[config.mk]
export PLATFORM = sky130hd
export DESIGN_NAME = pixel_controller
export DESIGN_NICKNAME = d
export VERILOG_FILES = /design/src/rtl/pixel_pkg.sv /design/src/rtl/rgb_to_gray.sv /design/src/rtl/pixel_controller.sv
export SDC_FILE = /design/constraint.sdc
export NUM_CORES = 1
export LEC_CHECK = 0
export BUFFER_PORTS_ARGS = -buffer_cell sky130_fd_sc_hd__buf_4
export CORE_UTILIZATION = 33
export CTS_BUF_LIST = sky130_fd_sc_hd__clkbuf_16
export DETAILED_ROUTE_END_ITERATION = 6
export PLACE_DENSITY = 0.64
export SLEW_MARGIN = 20
export SYNTH_ARGS = -nofsm -noshare
export SYNTH_HDL_FRONTEND = slang
export SYNTH_SLANG_ARGS = --single-unit
[constraint.sdc]
create_clock -name clk -period 12.15 [get_ports clk]
set_clock_uncertainty 0.1 [all_clocks]
set_input_delay 1.8225 -clock clk [delete_from_list [all_inputs] [get_ports clk]]
set_output_delay 1.8225 -clock clk [all_outputs]
set_load 0.03 [all_outputs]
[src/rtl/pixel_pkg.sv]
// Shared widths, FSM state encoding and small helpers for the pixel batch engine.
// Included first so every other file can import it.
package pixel_pkg;

  localparam int ADDR_W  = 16;
  localparam int WORD_W  = 24;
  localparam int PIX_MAX = 20;

  typedef enum logic [2:0] {
    IDLE,
    RD_ADDR,
    RD_CAP,
    WR_ACT1,
    WR_ACT2,
    WR_GAP
  } state_t;

  typedef logic [PIX_MAX-1:0][7:0] pix_arr_t;

  // Requests above the array depth run as a full batch of PIX_MAX pixels.
  function automatic logic [4:0] clamp_cnt(input logic [4:0] n);
    return (n > 5'(PIX_MAX)) ? 5'(PIX_MAX) : n;
  endfunction

  function automatic logic [WORD_W-1:0] gray_to_word(input logic [7:0] g);
    return {g, g, g};
  endfunction

endpackage

[src/rtl/rgb_to_gray.sv]
// Combinational RGB888 to 8-bit grayscale: (R + 2G + B) >> 2.
// The 10-bit sum cannot overflow (max 1020).
module rgb_to_gray
  import pixel_pkg::*;
(
  input  logic [WORD_W-1:0] rgb,
  output logic [7:0]        gray
);

  logic [9:0] sum;

  assign sum  = {2'b00, rgb[23:16]} + {1'b0, rgb[15:8], 1'b0} + {2'b00, rgb[7:0]};
  assign gray = 8'(sum >> 2);

endmodule

[src/rtl/pixel_controller.sv]
// Batch engine: reads up to PIX_MAX RGB words from SRAM into grayscale data_out,
// then writes up to PIX_MAX grayscale bytes back as RGB words; 2 clk/read, 3 clk/write.
module pixel_controller
  import pixel_pkg::*;
(
  input  logic                     clk,
  input  logic                     n_rst,
  input  logic                     enable,
  input  logic [ADDR_W-1:0]        address_read_offset,
  input  logic [ADDR_W-1:0]        address_write_offset,
  input  logic [4:0]               num_pix_read,
  input  logic [4:0]               num_pix_write,
  input  logic [PIX_MAX-1:0][7:0]  data_in,
  output logic [PIX_MAX-1:0][7:0]  data_out,
  output logic                     read_now,
  output logic [ADDR_W-1:0]        address,
  output logic [WORD_W-1:0]        w_data,
  input  logic [WORD_W-1:0]        r_data,
  output logic                     read_enable,
  output logic                     write_enable
);

  state_t            state;
  logic [4:0]        k;
  logic [4:0]        k_nxt;
  logic [ADDR_W-1:0] rd_off;
  logic [ADDR_W-1:0] wr_off;
  logic [4:0]        rd_cnt;
  logic [4:0]        wr_cnt;
  logic [4:0]        rd_cnt_in;
  logic [4:0]        wr_cnt_in;
  logic [7:0]        gray;

  assign k_nxt     = k + 5'd1;
  assign rd_cnt_in = clamp_cnt(num_pix_read);
  assign wr_cnt_in = clamp_cnt(num_pix_write);

  rgb_to_gray u_gray (
    .rgb  (r_data),
    .gray (gray)
  );

  // Outputs are loaded on the edge that enters a state, so each state's
  // bus values are visible for that state's whole cycle.
  always_ff @(posedge clk or negedge n_rst) begin
    if (!n_rst) begin
      state        <= IDLE;
      k            <= '0;
      rd_off       <= '0;
      wr_off       <= '0;
      rd_cnt       <= '0;
      wr_cnt       <= '0;
      address      <= '0;
      w_data       <= '0;
      read_enable  <= 1'b0;
      write_enable <= 1'b0;
      read_now     <= 1'b0;
      data_out     <= '0;
    end else begin
      case (state)
        IDLE: begin
          read_enable  <= 1'b0;
          write_enable <= 1'b0;
          read_now     <= 1'b0;
          k            <= '0;
          if (enable) begin
            rd_off <= address_read_offset;
            wr_off <= address_write_offset;
            rd_cnt <= rd_cnt_in;
            wr_cnt <= wr_cnt_in;
            if (rd_cnt_in != 5'd0) begin
              state       <= RD_ADDR;
              address     <= address_read_offset;
              read_enable <= 1'b1;
              read_now    <= 1'b1;
            end else if (wr_cnt_in != 5'd0) begin
              state        <= WR_ACT1;
              address      <= address_write_offset;
              w_data       <= gray_to_word(data_in[0]);
              write_enable <= 1'b1;
            end
          end
        end

        RD_ADDR: begin
          read_now <= 1'b0;
          state    <= RD_CAP;
        end

        // r_data is valid here; read_enable stays high across back-to-back reads.
        RD_CAP: begin
          data_out[k] <= gray;
          if (k_nxt < rd_cnt) begin
            k        <= k_nxt;
            address  <= rd_off + ADDR_W'(k_nxt);
            read_now <= 1'b1;
            state    <= RD_ADDR;
          end else begin
            k           <= '0;
            read_enable <= 1'b0;
            if (wr_cnt != 5'd0) begin
              address      <= wr_off;
              w_data       <= gray_to_word(data_in[0]);
              write_enable <= 1'b1;
              state        <= WR_ACT1;
            end else begin
              state <= IDLE;
            end
          end
        end

        WR_ACT1: begin
          state <= WR_ACT2;
        end

        WR_ACT2: begin
          write_enable <= 1'b0;
          state        <= WR_GAP;
        end

        // Address and data held while the strobe is low for one cycle.
        WR_GAP: begin
          if (k_nxt < wr_cnt) begin
            k            <= k_nxt;
            address      <= wr_off + ADDR_W'(k_nxt);
            w_data       <= gray_to_word(data_in[k_nxt]);
            write_enable <= 1'b1;
            state        <= WR_ACT1;
          end else begin
            k     <= '0;
            state <= IDLE;
          end
        end

        default: begin
          state <= IDLE;
        end
      endcase
    end
  end

endmodule

==> results by group, run 1 <==
Run status
  • Status: finished, final reports clean

Layout
  • N_diodes: 0
  • Most frequent cells in the layout: buf_4 (445), nand2_1 (238), dfrtp_1 (236)
  • Fillers: 3604
  • Layout cells sized above 1: 37.3%
  • Most common cell after layout, fill and taps aside: buf_4
  • Syn-to-layout area delta: 35.4%
  • Net count, final: approximately 1.9k
  • Final instance area: roughly 0.017 mm^2

Place
  • PortBufs: between 400 and 500
  • Cell area after placement: 0.0162 mm^2
  • RePlAce Congestion: between 0.9 and 1
  • Dpl hpwl: roughly 34 mm

Global route
  • Total GRT Usage: 22.3%
  • Vias in the first global route: around 11k
  • Antenna violations before repair: 0
  • Remaining Overflow, GRT: 0
  • First-pass GRT wire length: approximately 65 mm
  • Largest net degree at the start of global routing: 96

Drt
  • Vias per Instance: about 5.2
  • Vias: around 11k
  • Wire per inst: 21.3 um
  • TritonRoute pass-1 iters: 5
  • WL final: 45.2 mm
  • Post-route antenna net violation count: 0
  • Number of remaining DRC errors: 0
  • DRT iter0 DRCs: 738

Synth
  • Yosys cell types: 70
  • Synth Instances: approximately 1.2k
  • Synthesized area per cell: 10.5 um^2
  • Ys flop type: dfrtp_1
  • Ys async rst share: between 90% and 100%
  • Ys Warns: 0
  • Number of synthesized flops with an enable pin: 0
  • Synth Register Bits: roughly 240
  • Area share of fa/ha/maj cells after synthesis: 4.46%
  • Register area share after synthesis: 47.0%
  • Largest family of logic cells by synthesized area: multiplexers
  • Compound-Gate Fraction of Synth Area: roughly 14%
  • Post-synthesis mux area share: between 15 and 20%
  • Synth Area in XOR/XNOR: 2.00%
  • Synth Area in Simple Gates: between 10% and 20%
  • Syn Nets: around 1.5k
  • Synth Cell Area: 0.0126 mm^2

Worst setup path
  • Worst path cell trace: buf_4, and2_1, nand2_1, xnor2_1, buf_4, ha_1, and3_1, a22o_1, and2_4, nor4_4, mux2_2
  • CP startpoint kind: register
  • WS Path Type: register to register
  • CP dominant cell by count: buf_4
  • Req. time, crit path: ~12 ns
  • Critical path's slowest cell: nor4_4
  • CP max FO: 45
  • Worst stage delay on the critical path: a little under 0.8 ns
  • CP arrival: around 4.9 ns
  • Setup crit end kind: register

STA
  • Period utilisation layout: 37.8%
  • Final Critical Period: 4.60 ns
  • RSZ-0062 raised after global routing: no
  • Final setup TNS: 0 ns
  • Worst Tran Pin Value: about 1.1 ns
  • Final Hold Viols: 0
  • Max Clk Rate: ~220 MHz
  • Slew Viols, Final: 0
  • Slew headroom: between 20% and 30%
  • Setup-failing EPs final: 0

Clocking
  • Number of CTS-inserted buffers: 27
  • PostCTS Resize Cnt: 0
  • Clock Sinks: approximately 240
  • Post-CTS Hold Buffers: 0
  • Clock Latency Late Sink: around 0.56 ns
  • Clk root buf: clkbuf_16
  • Buffer depth of the longest clock path: 3
  • Clock Pin Slew Worst Setup and Hold Paths: roughly 0.06 ns
  • TritonCTS clock tree: yes
  • Setup Buffers After CTS: 0
  • H-tree Lvls: 1

Floorplan
  • Die area: about 0.039 mm^2
  • Core area: approximately 0.038 mm^2
  • Std-Cell Rows: ~70
  • Initial core utilization: between 30 and 40%
  • Die Ht: between 150 and 200 um
  • I/O pin count: 432
  • Die X: 198 um

Power and ir drop
  • P_leak: 7.98 nW
  • Maximum VDD drop: 0.134 mV
  • Total power: roughly 2.1 mW
  • PD cells: approximately 130 mW/mm^2

Job
  • Max-cap violations: 0

Min path
  • Type of the most critical hold path: register to register
[metal layers]
layer / global-route usage, % / routed length [um] / vias to the layer above
met2: 35.0 / 20800 / 468
met4: 4.48 / 880 / 0
met1: 30.7 / 19300 / 5387
met5: 0 / 0 / -
met3: 6.16 / 4290 / 54
li1: - / - / 5046
[worst paths after layout]
kind / from / endpoint / slack, ns / cells past startpoint
hold / removal: rd_cnt[0]$_DFFE_PN0P_ / rd_cnt[0]$_DFFE_PN0P_ / 0.37 / 2
min in group asynchronous: n_rst / data_out[128]$_DFFE_PN0P_ / 1.18 / 1
max in group asynchronous: n_rst / data_out[109]$_DFFE_PN0P_ / 9.29 / 2
hold reg to reg: rd_cnt[0]$_DFFE_PN0P_ / rd_cnt[0]$_DFFE_PN0P_ / 0.37 / 2
setup / recovery: k[0]$_DFFE_PN0P_ / address[2]$_DFFE_PN0P_ / 7.55 / 11
setup reg to reg: k[0]$_DFFE_PN0P_ / address[2]$_DFFE_PN0P_ / 7.55 / 11
[cell usage after synthesis (all sizes together) (10+ instances only)]
| master | instances | area [um^2] |
|---|---|---|
| a211oi | 10 | 75.1 |
| a21oi | 23 | 115 |
| and2 | 12 | 78.8 |
| buf | 38 | 254 |
| clkbuf | 52 | 195 |
| dfrtp | 237 | 5930 |
| fa | 10 | 200 |
| ha | 29 | 363 |
| inv | 45 | 169 |
| mux2 | 68 | 766 |
| mux2i | 33 | 330 |
| mux4 | 40 | 901 |
| nand2 | 238 | 893 |
| nand3 | 16 | 80.1 |
| nor2 | 27 | 109 |
| o21ai | 156 | 781 |
| o22ai | 20 | 125 |
| xnor2 | 16 | 140 |
| xor2 | 12 | 113 |
[layout make-up]
type	count	area, um^2	share of cell area (%)
Sequential cell	237	5930	34.7
Inverter	45	169	0.989
Multi-Input combinational cell	835	6100	35.7
Timing Repair Buffer	446	3360	19.6
Clock inverter	23	206	1.21
Tap cell	511	639	3.74
Clock buffer	27	676	3.96
[registers in the layout, summed over array words and instances, names as in the netlist]
| name | cells |
|---|---|
| data_out | 160 |
| rd_off | 16 |
| address | 16 |
| k | 5 |
| state | 3 |
| read_now | 1 |
| write_enable | 1 |
| rd_cnt | 5 |
| wr_off | 16 |
| w_data | 8 |
| read_enable | 1 |
| wr_cnt | 5 |
[through the flow]
stage,std cells,hold slack [ns],setup WS [ns],util [%]
after floorplan,1207,0.331,8.02,-
after global placement,2074,0.346,7.28,43.0
after detailed placement,2074,0.363,7.21,43.0
after CTS,2124,0.377,7.45,45.3
after global routing,2124,0.405,7.21,45.3
final,2124,0.374,7.55,45.3
[worst max-delay path: cells and delay by family (launching register included)]
family,cells,cell delay (ns)
xor+xnor,1,0.17
mux,1,0.42
compound gates,1,0.48
fa+ha+maj,1,0.33
simple gates,5,1.71
flops,1,0.40
buf+inv,2,0.85
[cell families after synthesis]
family / count (synthesis)
AO/OA/AOI/OAI: 282
XOR/XNOR: 28
adder cells (fa/ha/maj): 39
buffers and inverters: 135
flip-flops: 237
multiplexers: 141
AND/OR/NAND/NOR: 345
[report_power, final]
group | switching, mW | total, mW | internal, mW | leakage [nW]
Sequential | 0.0278 | 0.862 | 0.834 | 2.47
Clock | 0.340 | 0.811 | 0.471 | 0.451
Combinational | 0.284 | 0.465 | 0.181 | 5.06
No activity file was read; power rests on OpenSTA's default activity.
==> inputs of run 2 (changes only) <==
--- a/config.mk
+++ b/config.mk
@@ -5,11 +5,12 @@
 export SDC_FILE = /design/constraint.sdc
 export NUM_CORES = 1
 export LEC_CHECK = 0
+export ABC_AREA = 1
 export BUFFER_PORTS_ARGS = -buffer_cell sky130_fd_sc_hd__buf_4
 export CORE_UTILIZATION = 33
 export CTS_BUF_LIST = sky130_fd_sc_hd__clkbuf_16
 export DETAILED_ROUTE_END_ITERATION = 6
-export PLACE_DENSITY = 0.64
+export PLACE_DENSITY = 0.66
 export SLEW_MARGIN = 20
 export SYNTH_ARGS = -nofsm -noshare
 export SYNTH_HDL_FRONTEND = slang
==> constraint.sdc (replaced) <==
create_clock -name clk -period 4.2 [get_ports clk]
set_clock_uncertainty 0.1 [all_clocks]
set_input_delay 0.63 -clock clk [delete_from_list [all_inputs] [get_ports clk]]
set_output_delay 0.63 -clock clk [all_outputs]
set_load 0.03 [all_outputs]
==> results by group, run 2 <==
Min path
  • Type of the most critical hold path: input pin to asynchronous set/reset pin

STA
  • Setup-failing EPs final: 0 (unchanged)
  • Max Clk Rate: 304 MHz (+40%)
  • Slew headroom: 32.1% (+2.7 points)
  • Final Hold Viols: 0 (unchanged)
  • Slew Viols, Final: 0 (unchanged)
  • Final Critical Period: 3.29 ns (-1.30 ns)
  • Final setup TNS: 0 ns (unchanged)
  • RSZ-0062 raised after global routing: no
  • Worst Tran Pin Value: 1.02 ns (-0.0346 ns)
  • Period utilisation layout: 78.4% (+41 points)

Worst setup path
  • R2R Setup Slk: 0.91 ns (-6.65 ns)
  • CP max FO: 12 (-73%)
  • CP startpoint kind: register
  • Critical path's slowest cell: dfrtp_1
  • RR Startpoint: k[2]$_DFFE_PN0P_
  • Worst reg2reg endpoint: address[10]$_DFFE_PN0P_
  • Critical Path Stages: 13 (+2)
  • Worst setup path endpoint: address[10]$_DFFE_PN0P_
  • WP buf/inv: 2 (unchanged)
  • CP arrival: 3.62 ns (-1.31 ns)
  • Setup crit end kind: register
  • Reg2reg path depth: 13 (+2)
  • Worst stage delay on the critical path: 0.56 ns (-0.22 ns)
  • Req. time, crit path: 4.53 ns (-7.95 ns)
  • Crit path max-delay family: simple AND/OR/NAND/NOR gates
  • Worst path cell trace: inv_2, nor3_2, inv_2, o21ai_4, ha_1, nand2_1, nor2_1, nand2_1, nand3_1, a21oi_2, nand3_1, nor2_1, a21oi_1
  • WS Path Type: register to register
  • CP startpoint: k[2]$_DFFE_PN0P_

Floorplan
  • I/O pin count: 432 (unchanged)
  • Die area: 0.0421 mm^2 (+7.8%)
  • Core area: 0.0407 mm^2 (+8.2%)
  • Die Ht: 205 um (+3.8%)
  • Die X: 205 um (+3.8%)
  • Initial core utilization: 33.4% (-0.088 points)
  • Std-Cell Rows: 74 (+4.2%)

Layout
  • Most common cell after layout, fill and taps aside: nand2_1
  • Layout cells sized above 1: 24.3% (-13 points)
  • Most frequent cells in the layout: nand2_1 (659), buf_4 (445), dfrtp_1 (236)
  • Reg with most FFs: data_out
  • Syn-to-layout area delta: 32.6%
  • N_diodes: 0 (unchanged)
  • Max reg flops: 160 (unchanged)
  • Net count, final: 2514 (+35%)

Place
  • PortBufs: 431 (unchanged)
  • RePlAce Congestion: 0.912 (-0.34%)
  • Dpl hpwl: 37.2 mm (+7.8%)

Drt
  • Vias per Instance: 4.95 (-4.0%)
  • TritonRoute pass-1 iters: 7 (+2)
  • WL final: 49.9 mm (+10%)
  • DRT iter0 DRCs: 1056 (+43%)
  • Number of remaining DRC errors: 0 (unchanged)
  • Wire per inst: 17.8 um (-16%)
  • Post-route antenna net violation count: 0 (unchanged)
  • Vias: 13.9k (+27%)

Clocking
  • TritonCTS clock tree: yes
  • PostCTS Resize Cnt: 0 (unchanged)
  • H-tree Lvls: 1 (unchanged)
  • Clk root buf: clkbuf_16
  • Number of CTS-inserted buffers: 28 (+3.7%)
  • Clock Latency Late Sink: 0.57 ns (about the same)
  • Setup Buffers After CTS: 0 (unchanged)
  • Buffer depth of the longest clock path: 3 (unchanged)
  • Post-CTS Hold Buffers: 0 (unchanged)
  • Clock Sinks: 237 (unchanged)
  • Clock Pin Slew Worst Setup and Hold Paths: 0.06 ns (about the same)

Global route
  • First-pass GRT wire length: 75.3 mm (+15%)
  • Total GRT Usage: 23.1% (+0.80 points)
  • Remaining Overflow, GRT: 0 (unchanged)
  • Largest net degree at the start of global routing: 125 (+30%)
  • Vias in the first global route: 13.2k (+26%)
  • Antenna violations before repair: 0 (unchanged)

Job
  • Max-cap violations: 0 (unchanged)

Synth
  • Yosys top cell area share: 43.6% (-3.4 points)
  • Ys flop type: dfrtp_1
  • Number of synthesized flops with an enable pin: 0 (unchanged)
  • Cell taking the most area after synthesis: dfrtp_1
  • Synth Register Bits: 237 (unchanged)
  • Most frequent cell after synthesis: nand2_1
  • Register area share after synthesis: 43.6% (-3.4 points)
  • Yosys cell types: 48 (-31%)
  • Ys Warns: 0 (unchanged)
  • Ys async rst share: 100% (unchanged)
  • Synthesized area per cell: 7.26 um^2 (-31%)
  • Synth area leaders: dfrtp_1 (44%), nand2_1 (18%), nand3_1 (6.8%)
  • Commonest cells post-synth: nand2_1 (659), dfrtp_1 (237), nand3_1 (184)
  • Synth Instances: 1875 (+55%)
  • Syn Nets: 2143 (+45%)
  • Synth Cell Area: 0.0136 mm^2 (+7.9%)

Power and ir drop
  • P_leak: 9.33 nW (+17%)
  • Total power: 11.0 mW (+420%)
  • Maximum VDD drop: 0.338 mV (+150%)
  • PD cells: 611 mW/mm^2 (+390%)

Run status
  • Status: finished, final reports clean
run 2: metal layers:
| metal | wire length (um) | up-vias | part of all wire (%) | GRT usage [%] |
|---|---|---|---|---|
| li1 | - | 6709 | - | - |
| met1 | 21800 | 6557 | 44 | 31.0 |
| met2 | 23500 | 502 | 47 | 38.1 |
| met3 | 3220 | 92 | 6.5 | 3.66 |
| met4 | 1400 | 0 | 2.8 | 6.90 |
| met5 | 0 | - | 0 | 0 |
run 2: worst min-delay path by stage:
stage                              from                        to  cells past startpoint
2_1_floorplan                     n_rst    address[0]$_DFFE_PN0P_                      0
3_3_place_gp   data_out[68]$_DFFE_PN0P_  data_out[68]$_DFFE_PN0P_                      2
3_5_place_dp   data_out[63]$_DFFE_PN0P_  data_out[63]$_DFFE_PN0P_                      2
4_1_cts                           n_rst    wr_off[15]$_DFFE_PN0P_                      1
5_1_grt                           n_rst    wr_off[15]$_DFFE_PN0P_                      1
6_report                          n_rst     rd_off[6]$_DFFE_PN0P_                      1
run 2: per-stage QoR:
stage | hold WS [ns] | util, % | setup slack (ns) | instances | cell area, um^2
floorplan | 0.234 | - | 0.972 | 1875 | 13600
global placement | 0.366 | 42.0 | 0.950 | 2748 | 17100
detailed placement | 0.369 | 42.0 | 0.928 | 2748 | 17100
CTS | 0.0945 | 44.3 | 0.888 | 2799 | 18000
global route | 0.129 | 44.3 | 0.645 | 2799 | 18000
finish | 0.0473 | 44.3 | 0.906 | 2799 | 18000
run 2: cell type report:
cell class	count	area [um^2]
repair buffers	448	3400
clock inverters	23	213
inverters	162	619
well taps	532	666
flip-flops and latches	237	5930
clock buffers	28	701
multi-input cells	1369	6520
fillers	4180	22700
run 2: logic make-up after synthesis:
logic type / Yosys count / share of synthesized area, %
adders and majority gates: 39 / 4.14
and+or+nand+nor: 1051 / 32.4
AOI/OAI and AO/OA: 270 / 10.4
buffers and inverters: 269 / 8.68
muxes: 1 / 0.0827
xor gates and xnor gates: 8 / 0.708
DFF: 237 / 43.6
run 2: worst register-to-register path, stage by stage (launching register included):
cell and delay [ns]:
dfrtp_1 0.56, inv_2 0.09, nor3_2 0.21, inv_2 0.12
o21ai_4 0.29, ha_1 0.32, nand2_1 0.11, nor2_1 0.06
nand2_1 0.06, nand3_1 0.16, a21oi_2 0.21, nand3_1 0.52
nor2_1 0.25, a21oi_1 0.09
run 2: where the power goes:
group | total [mW] | switching, mW | internal (mW)
registers | 3.32 | 0.490 | 2.83
logic | 5.29 | 3.57 | 1.72
clock network | 2.42 | 1.02 | 1.40
